--- src/rtl/sha_block_ctrl.sv ---
// SHA-256 block sequencing controller: drives message-schedule load, round counter and
// H-register accumulate strobes. Define SHA_DOUBLE_HASH_EN for a second single-block pass.
module sha_block_ctrl #(
   parameter int ROUNDS = 64,
   parameter int CNT_W  = 6
) (
   input  logic             clk,
   input  logic             rst_n,
   input  logic             start,
   input  logic [1:0]       num_blocks,
   input  logic             abort,
   input  logic             msg_valid,
   output logic             msg_ready,
   output logic             load_w,
   output logic [1:0]       block,
   output logic             round_en,
   output logic [CNT_W-1:0] round,
   output logic             acc_en,
   output logic             busy,
   output logic             done,
   output logic             digest_valid,
   output logic             err
);

   localparam logic [2:0] S_IDLE = 3'd0;
   localparam logic [2:0] S_INIT = 3'd1;
   localparam logic [2:0] S_WAIT = 3'd2;
   localparam logic [2:0] S_RND  = 3'd3;
   localparam logic [2:0] S_ACC  = 3'd4;
   localparam logic [2:0] S_DONE = 3'd5;

   localparam logic [CNT_W-1:0] LAST = CNT_W'(ROUNDS - 1);

   logic [2:0]       state, nstate;
   logic [1:0]       idx, nb_q, block_q;
   logic [CNT_W-1:0] round_q;
   logic             dv_q, err_q;
   logic             start_ok, last_blk, kill;
`ifdef SHA_DOUBLE_HASH_EN
   logic             pass2;
`endif

   assign start_ok = start & ((num_blocks == 2'd1) | (num_blocks == 2'd2));
   assign kill     = abort & (state != S_IDLE);

`ifdef SHA_DOUBLE_HASH_EN
   // the second pass always hashes exactly one block (the padded first digest)
   assign last_blk = pass2 | (idx >= nb_q);
`else
   assign last_blk = (idx >= nb_q);
`endif

   always_comb begin
      nstate = state;
      case (state)
         S_IDLE: if (start_ok) nstate = S_INIT;
         S_INIT: nstate = S_WAIT;
         S_WAIT: if (msg_valid) nstate = S_RND;
         S_RND:  if (round_q == LAST) nstate = S_ACC;
         S_ACC: begin
            if (!last_blk) nstate = S_WAIT;
`ifdef SHA_DOUBLE_HASH_EN
            else if (!pass2) nstate = S_INIT;
`endif
            else nstate = S_DONE;
         end
         S_DONE: nstate = S_IDLE;
         default: nstate = S_IDLE;
      endcase
      if (kill) nstate = S_IDLE;
   end

   always_ff @(posedge clk or negedge rst_n) begin
      if (!rst_n) begin
         state   <= S_IDLE;
         idx     <= 2'd1;
         nb_q    <= 2'd1;
         block_q <= 2'd0;
         round_q <= '0;
         dv_q    <= 1'b0;
         err_q   <= 1'b0;
`ifdef SHA_DOUBLE_HASH_EN
         pass2   <= 1'b0;
`endif
      end else begin
         state <= nstate;
         err_q <= (state == S_IDLE) & start & ~start_ok;
         if (kill) begin
            dv_q <= 1'b0;
         end else begin
            case (state)
               S_IDLE: if (start_ok) begin
                  nb_q    <= num_blocks;
                  idx     <= 2'd1;
                  dv_q    <= 1'b0;
                  block_q <= 2'd0;
`ifdef SHA_DOUBLE_HASH_EN
                  pass2   <= 1'b0;
`endif
               end
               S_INIT: block_q <= idx;
               S_WAIT: if (msg_valid) round_q <= '0;
               S_RND:  if (round_q != LAST) round_q <= round_q + 1'b1;
               S_ACC: begin
                  if (!last_blk) begin
                     idx     <= idx + 2'd1;
                     block_q <= idx + 2'd1;
                  end
`ifdef SHA_DOUBLE_HASH_EN
                  else if (!pass2) begin
                     pass2   <= 1'b1;
                     idx     <= 2'd1;
                     block_q <= 2'd0;
                  end
`endif
                  else begin
                     dv_q <= 1'b1;
                  end
               end
               default: ;
            endcase
         end
      end
   end

   // strobes are masked by abort so a cancelled cycle never reaches the datapath
   assign busy         = (state != S_IDLE);
   assign msg_ready    = (state == S_WAIT) & ~abort;
   assign load_w       = msg_ready & msg_valid;
   assign round_en     = (state == S_RND) & ~abort;
   assign acc_en       = (state == S_ACC) & ~abort;
   assign done         = (state == S_DONE) & ~abort;
   assign err          = err_q;
   assign block        = block_q;
   assign round        = round_q;
   assign digest_valid = dv_q;

endmodule

--- config.mk ---
export PLATFORM = sky130hd
export DESIGN_NAME = sha_block_ctrl
export DESIGN_NICKNAME = d
export VERILOG_FILES = /design/src/rtl/sha_block_ctrl.sv
export SDC_FILE = /design/constraint.sdc
export NUM_CORES = 1
export LEC_CHECK = 0
export ABC_CLOCK_PERIOD_IN_PS = 5650
export CORE_ASPECT_RATIO = 0.9
export CORE_MARGIN = 2
export CORE_UTILIZATION = 38
export CTS_BUF_LIST = sky130_fd_sc_hd__clkbuf_4
export DETAILED_ROUTE_END_ITERATION = 12
export HOLD_SLACK_MARGIN = 0.15
export PLACE_DENSITY = 0.73
export SETUP_SLACK_MARGIN = 0.02
export SLEW_MARGIN = 20
export SYNTH_ARGS = -nofsm -noshare
export SYNTH_HDL_FRONTEND = slang
export SYNTH_SLANG_ARGS = --single-unit
--- constraint.sdc ---
create_clock -name clk -period 5.65 [get_ports clk]
set_input_delay 1.13 -clock clk [delete_from_list [all_inputs] [get_ports clk]]
set_output_delay 1.13 -clock clk [all_outputs]
set_load 0.1 [all_outputs]
**Yosys cells after proc, flatten, opt, wreduce, memory -nomap -nowiden**

Cells that the tools add are included.
Widths: inputs -> output; s select.

- Flip-flop bits (word level): 17
- Bits of input ports: 7
- Output and inout port bits: 16
- Word-level logic and storage cells: 70

- Add/sub/neg operators: 2
- $lt $le $gt $ge: 1
- Eq/ne operators: 17
- Muxes and demuxes: 18
- Bitwise gates (word level): 13
- Reductions and logical operators: 12

Operator list:

| cell | number |
|---|---|
| $mux 3 | 5 |
| $pmux 3 s5 | 1 |
| $mux 6 | 2 |
| $ne 3x3->1 const B | 4 |
| $pmux 6 s2 | 1 |
| $reduce_and 4->1 | 3 |
| $and 1x1->1 | 9 |
| $reduce_and 3->1 | 3 |
| $reduce_bool 3->1 | 3 |
| $ne 2x2->1 const B | 4 |
| $add 6x1->6 const B | 1 |
| $eq 3x2->1 const B | 2 |
| $eq 3x3->1 const B | 2 |
| $eq 6x6->1 const B | 1 |
| $mux 2 | 3 |
| $ne 6x6->1 const B | 1 |
| $pmux 2 s3 | 1 |
| $pmux 2 s2 | 1 |
| $reduce_bool 2->1 | 2 |
| $eq 3x1->1 const B | 1 |
| $logic_not 3->1 | 1 |
| $mux 1 | 3 |
| $not 1->1 | 3 |
| $add 2x1->2 const B | 1 |
| 5 further kinds | 5 |

**Longest topological paths before layout**

Gate-level depths: netlist of the first run.

- Depth in word-level cells: 6
- Gate-level depth with buffers: 7
- Mapped depth without buffers: 6

**Least setup slack after synthesis of the first run**

Ideal clock, no wire load.

- Kind: in2out
- From: in abort
- To: out done
- Arrival time: 4.435 ns
- Required time: 4.520 ns
- Setup slack: 0.085 ns
- Stages on the path: 2
- Path buffers: 1
- Cell sequence: clkbuf_1 -> nor4b_1

- Longest elaborated chain between the ends: 2

RTL lines:

| what | line | RTL |
|---|---|---|
| start, declared | 11 | `input logic abort,` |
| $not 1->1 | 132 | `assign done = (state == S_DONE) & ~abort;` |
| $and 1x1->1 | 132 |  |
| end, declared | 20 | `output logic done,` |

No other way between the ends.

**Worst setup path after layout of the first run**

- From: in abort
- To: out acc_en

- Longest elaborated chain between the ends: 2

RTL lines:

| what | line | RTL |
|---|---|---|
| $not 1->1 | 131 | `assign acc_en = (state == S_ACC) & ~abort;` |
| $and 1x1->1 | 131 |  |
| end, declared | 18 | `output logic acc_en,` |

No other way between the ends.

==> results.txt, run 1 <==
Status - completed
Vias in the first global route - 906
Worst Setup SP - abort
DR vias/cell - 5.75
Area grow syn2layout - 23.9%
Post-Syn Nets - 131
DR vias - 984
Cts repair resizes - 0
Mapped Cells - 121
CP delay by family, top - buffers and inverters
Maximum fanout along the worst path - 13
Cell taking the most area after synthesis - dfrtp_1
Async S/R FF share, synth - 100%
Pre-antenna DRT Iters - 4
# IOs - 23
Grt ovf - 0
CTS hold repair buffers - 0
Synthesized area - 1070 µm²
Startpoint Class - primary input
Final hold violations - 0
CTS Root Cell - clkbuf_4
Fin crit share - 78.2%
Layout cells sized above 1 - 8.51%
Critical path cell sequence - clkdlybuf4s50_1, nor4_1, clkdlybuf4s50_1
Worst r2r src - idx[0]
Critical-path top delay cell - clkdlybuf4s50_1
VDD IR-drop max - 213 µV
Final WL - 2350 µm
Sw Share - 53.8%
Yosys cell types - 41
First-pass GRT wire length - 3940 µm
Die Width - 59.9 µm
Layout Skew - 13.5 ps
Critical Path Max Stage Delay - 1200 ps
Buffers & Inverters on Critical Path - 2
DPL Wire Length - 1760 µm
FF-to-FF End - block[1]
Clk pwr share - 12.4%
Clock slew at reported path FFs - 110 ps
Crit. End Element - output port
Levels on crit path - 3
Worst-case clock buffer depth - 2
Worst slew margin - 35.3%
Later-pin clock latency in the skew report - 300 ps
Ys flop type - dfrtp_1
Worst EP required - 4520 ps
Clk sink count - 17
Max Cap Viol - 0
Initial antenna violation count - 0
GPL Wtd Cong - 0.733
Combinational power share - 54.1%
Antenna diodes - 0
R2R Setup Slk - 3380 ps
Core box area - 2700 µm²
CTS tree - built
DR WL/cell - 13.8 µm
Post-route DRC - 0
Nets - 152
Unrepaired setup endpoints after global routing - no
Largest net degree at the start of global routing - 18
Seq cells post-synth - 17
Top-area cell type share of the netlist area - 35.1%
ANT nets after route - 0
Cell count after placement - 167
Worst-margin pin slew - 967 ps
TNS Setup - 0 ps
Die height - 54.3 µm
Num rows - 18
EDFF count, synth - 0
GRT Util Overall - 16.5%
Max Slew Vio Count - 0
Critical path arrival - 3290 ps
Crit path kind - primary input to output port
P per Cell Area - 402 nW/µm²
CTS Buf Count - 3
Leakage - 0.000573 µW
Hold Path Class - flop to flop
Die area - 3260 µm²
# setup viols final - 0
Post-CTS Setup Bufs - 0
Sequential share of the synthesized area - 40.0%
F_max - 0.226 GHz
Most used cell, CP - clkdlybuf4s50_1
Period minus WS final - 4420 ps
Reg2Reg Depth - 6
Mean Syn Cell Area - 8.84 µm²
Initial Utilization - 39.6%
Htree depth - 1
I/O Buffers - 22
1st-iter DRT viols - 30
Synth top area cells - dfrtp_1 35%, dfstp_2 4.9%, nor2_1 4.6%
Seq pwr share - 33.5%
Sw Pwr - 287 µW
Fin cells - 171
Synth warn - 0
Internal - 246 µW
Crit path capture - acc_en
[cell type report]
cell class,count,area (µm²)
fillers,257,1380
multi-input cells,93,601
flip-flops and latches,17,428
repair buffers,22,213
well taps,30,37.5
clock buffers,3,22.5
inverters,5,18.8
clock inverters,1,5.00
[metrics by stage]
stage	utilization, %	cell area, µm²	hold slack [ps]	worst slack [ps]	power (µW)
4_1_cts	49.0	1330	526	1250	536
3_5_place_dp	48.0	1300	499	1270	469
3_3_place_gp	48.0	1300	484	1290	465
2_1_floorplan	-	1070	466	85.2	400
5_1_grt	49.0	1330	546	1110	563
6_report	49.0	1330	518	1230	533
[Yosys cell counts, types with 2 or more instances]
master    number
dfrtp_1       15
nor2_1        13
nand2_1        9
nand3_1        9
clkbuf_1       6
o21ai_0        6
a21oi_1        5
inv_1          5
and3_1         4
and2_1         3
ha_1           3
nand2b_1       3
a211o_1        2
a22o_1         2
a31oi_1        2
dfstp_2        2
mux2_2         2
mux2i_1        2
nand3b_1       2
nand4_1        2
o21a_1         2
o22ai_1        2
or4_1          2
[power by group through the flow]
stage | Sequential, µW | Clock (µW) | Combinational (µW)
floorplan | 293 | 0 | 107
global placement | 180 | 0 | 285
detailed placement | 180 | 0 | 289
CTS | 178 | 69.0 | 289
global route | 184 | 74.2 | 305
finish | 179 | 66.2 | 289
[logic make-up (layout without fill, tap and decap cells)]
kind of cell,count (synthesis),count (layout),synth area share (%)
and+or+nand+nor,52,52,25.1
AOI/OAI and AO/OA,32,32,21.9
DFF,17,17,40.0
buffers and inverters,11,31,3.86
muxes,4,4,3.98
adders and majority gates,3,3,3.51
xor gates and xnor gates,2,2,1.64
[registers in the layout, summed over array words and instances, names as in the netlist]
register / count
digest_valid: 1
block: 2
err: 1
state: 3
round: 6
idx: 2
nb_q: 2
[per-layer routing]
metal	up-vias	share of wire, %	global-route usage [%]
met2	16	45	25.7
met3	2	3.6	5.20
met1	471	50	21.8
met5	-	0	0
li1	495	-	-
met4	0	1.1	5.56
[cell usage in the layout, fill, tap and decap left out, types with 3 or more instances in the layout]
cell / n
clkbuf_4: 3
buf_4: 3
a21oi_1: 5
ha_1: 3
nand2b_1: 3
nand3_1: 9
dfrtp_1: 15
nor2_1: 13
o21ai_0: 6
nand2_1: 9
clkdlybuf4s50_1: 19
and3_1: 4
and2_1: 3
inv_1: 5
[how the worst min path moves through the flow]
| stage | endpoint | cells past startpoint | startpoint | slack, ps |
|---|---|---|---|---|
| after detailed placement | nb_q[1] | 1 | nb_q[1] | 500 |
| after global routing | block[0] | 1 | block[0] | 550 |
| after global placement | nb_q[1] | 1 | nb_q[1] | 480 |
| after floorplan | nb_q[1] | 1 | nb_q[1] | 470 |
| after CTS | nb_q[1] | 1 | nb_q[1] | 530 |
| final | block[0] | 1 | block[0] | 520 |
Note: power is estimated with default switching activity, not from simulation.
==> run 2: changes to the inputs <==
--- a/config.mk
+++ b/config.mk
@@ -5,7 +5,7 @@
 export SDC_FILE = /design/constraint.sdc
 export NUM_CORES = 1
 export LEC_CHECK = 0
-export ABC_CLOCK_PERIOD_IN_PS = 5650
+export ABC_CLOCK_PERIOD_IN_PS = 4300
 export CORE_ASPECT_RATIO = 0.9
 export CORE_MARGIN = 2
 export CORE_UTILIZATION = 38
==> constraint.sdc (replaced) <==
create_clock -name clk -period 4.3 [get_ports clk]
set_input_delay 0.86 -clock clk [delete_from_list [all_inputs] [get_ports clk]]
set_output_delay 0.86 -clock clk [all_outputs]
set_load 0.1 [all_outputs]
==> run 2 against run 1 <==
Count of clock-buffer cells in the layout increased by 1. Via count increased by 1.0%. Clock skew decreased by 10 ps. Combinational power increased by 31%. Sequential cell count unchanged. Global-route usage increased by 1.1 points. Sequential share of layout area decreased by 0.42 points. Total power increased by 33%. Worst hold slack got worse by 7.4 ps. Sequential power increased by 33%.
==> results.txt, run 2 (synthesis gave the netlist of run 1 again) <==
Final Instance Area - 1340 µm²
Critical path arrival - 2490 ps
Internal - 332 µW
Status - completed
Pre-antenna DRT Iters - 4
GPL Wtd Cong - 0.861
Crit path kind - flop to output port
Initial antenna violation count - 0
Htree depth - 1
Critical Path Max Stage Delay - 980 ps
FF-to-FF End - block[1]
CTS Root Cell - clkbuf_4
F_max - 0.298 GHz
Post-route DRC - 0
I/O Buffers - 22
Crit path capture - busy
VDD IR-drop max - 260 µV
Fin crit share - 77.9%
DR vias - 994
Initial Utilization - 39.6%
Die Width - 59.9 µm
Hold WS - 511 ps
Worst r2r src - idx[0]
Most frequent cells in the layout - 17 x clkdlybuf4s50_1, 15 x dfrtp_1, 13 x nor2_1
Max Slew Vio Count - 0
Clock slew at reported path FFs - 90 ps
Leakage - 0.000583 µW
Sw Share - 53.1%
Placed instance area - 1310 µm²
Unrepaired setup endpoints after global routing - no
Nets - 153
Die area - 3260 µm²
CTS tree - built
Layout cells sized above 1 - 12.0%
Sw Pwr - 377 µW
Critical path cell sequence - nor3_1, inv_1, clkdlybuf4s50_1
Later-pin clock latency in the skew report - 290 ps
Num rows - 18
# IOs - 23
Hold Path Class - flop to flop
Largest net degree at the start of global routing - 18
Leading cell type in the layout, fill and taps excluded - clkdlybuf4s50_1
Final Core Density - 49.7%
Worst slew margin - 33.4%
Clk sink count - 17
P per Cell Area - 528 nW/µm²
Post-CTS Setup Bufs - 0
Worst-margin pin slew - 997 ps
Area of the multi-input gates - 613 µm²
DR WL/cell - 14.5 µm
Vias in the first global route - 925
Max Cap Viol - 0
Grt ovf - 0
R2R Setup Slk - 2040 ps
GRT Util Overall - 17.6%
Seq pwr share - 33.6%
Final hold violations - 0
Fill count - 252
# setup viols final - 0
CTS hold repair buffers - 0
Maximum fanout along the worst path - 17
Die height - 54.3 µm
Reg2Reg Depth - 6
DR vias/cell - 5.78
TNS Setup - 0 ps
ANT nets after route - 0
Area grow syn2layout - 25.5%
Startpoint Class - flop
Cts repair resizes - 0
1st-iter DRT viols - 32
Layout Skew - 3.40 ps
Final WL - 2490 µm
Clk pwr share - 12.9%
Area occupied by registers - 428 µm²
Worst EP required - 3440 ps
First-pass GRT wire length - 4230 µm
Pre-CTS setup slack - 1050 ps
Worst-case clock buffer depth - 2
Core box area - 2700 µm²
Critical-path top delay cell - clkdlybuf4s50_1
Antenna diodes - 0
Max reg flops - 6
Period minus WS final - 3350 ps
Worst setup margin - 950 ps
Combinational power share - 53.5%
DPL Wire Length - 1870 µm
CTS Buf Count - 3
Worst Setup SP - state[0]
Crit. End Element - output port
==> run 2: cell count changes in the layout (fill, tap and decap cells not counted), sizes merged <==
cell and delta:
buf +3, clkdlybuf4s50 -2, clkbuf +1, clkinv -1
==> run 2: power by group through the flow <==
stage | Clock, µW | Combinational (µW) | Sequential [µW]
2_1_floorplan | 0 | 143 | 384
3_3_place_gp | 0 | 376 | 238
3_5_place_dp | 0 | 381 | 241
4_1_cts | 94.2 | 381 | 238
5_1_grt | 100 | 400 | 245
6_report | 91.2 | 380 | 238
==> run 2: worst min path at each step <==
stage                       start  endpoint  slack (ps)  depth (start not counted)
after detailed placement  nb_q[1]   nb_q[1]         490                          1
after floorplan           nb_q[1]   nb_q[1]         470                          1
after CTS                 nb_q[1]   nb_q[1]         510                          1
final                     nb_q[1]   nb_q[1]         510                          1
after global routing      nb_q[1]   nb_q[1]         530                          1
after global placement    nb_q[1]   nb_q[1]         480                          1
==> run 2: worst max-delay path, delay by kind of cell, from the launching register on <==
family | cells | cell delay (ps)
buffers and inverters | 2 | 1060
and+or+nand+nor | 1 | 570
DFF | 1 | 560
==> run 2: final cells by class <==
type,instances,share of cell area [%]
Clock buffer,4,2.24
Inverter,5,1.40
Multi-Input combinational cell,93,45.7
Sequential cell,17,31.9
Tap cell,30,2.80
Timing Repair Buffer,23,16.0
==> run 2: per-stage QoR <==
step           cells  power [µW]
3_5_place_dp     168         622
3_3_place_gp     168         614
4_1_cts          172         714
5_1_grt          172         746
6_report         172         709
2_1_floorplan    121         527
==> run 2: per-layer routing <==
layer / vias to the layer above / track usage, % / part of all wire (%)
met5: - / 0 / 0
met4: 0 / 5.56 / 1.1
met3: 2 / 4.96 / 3.9
met2: 27 / 28.6 / 50
met1: 473 / 22.8 / 45
li1: 492 / - / -
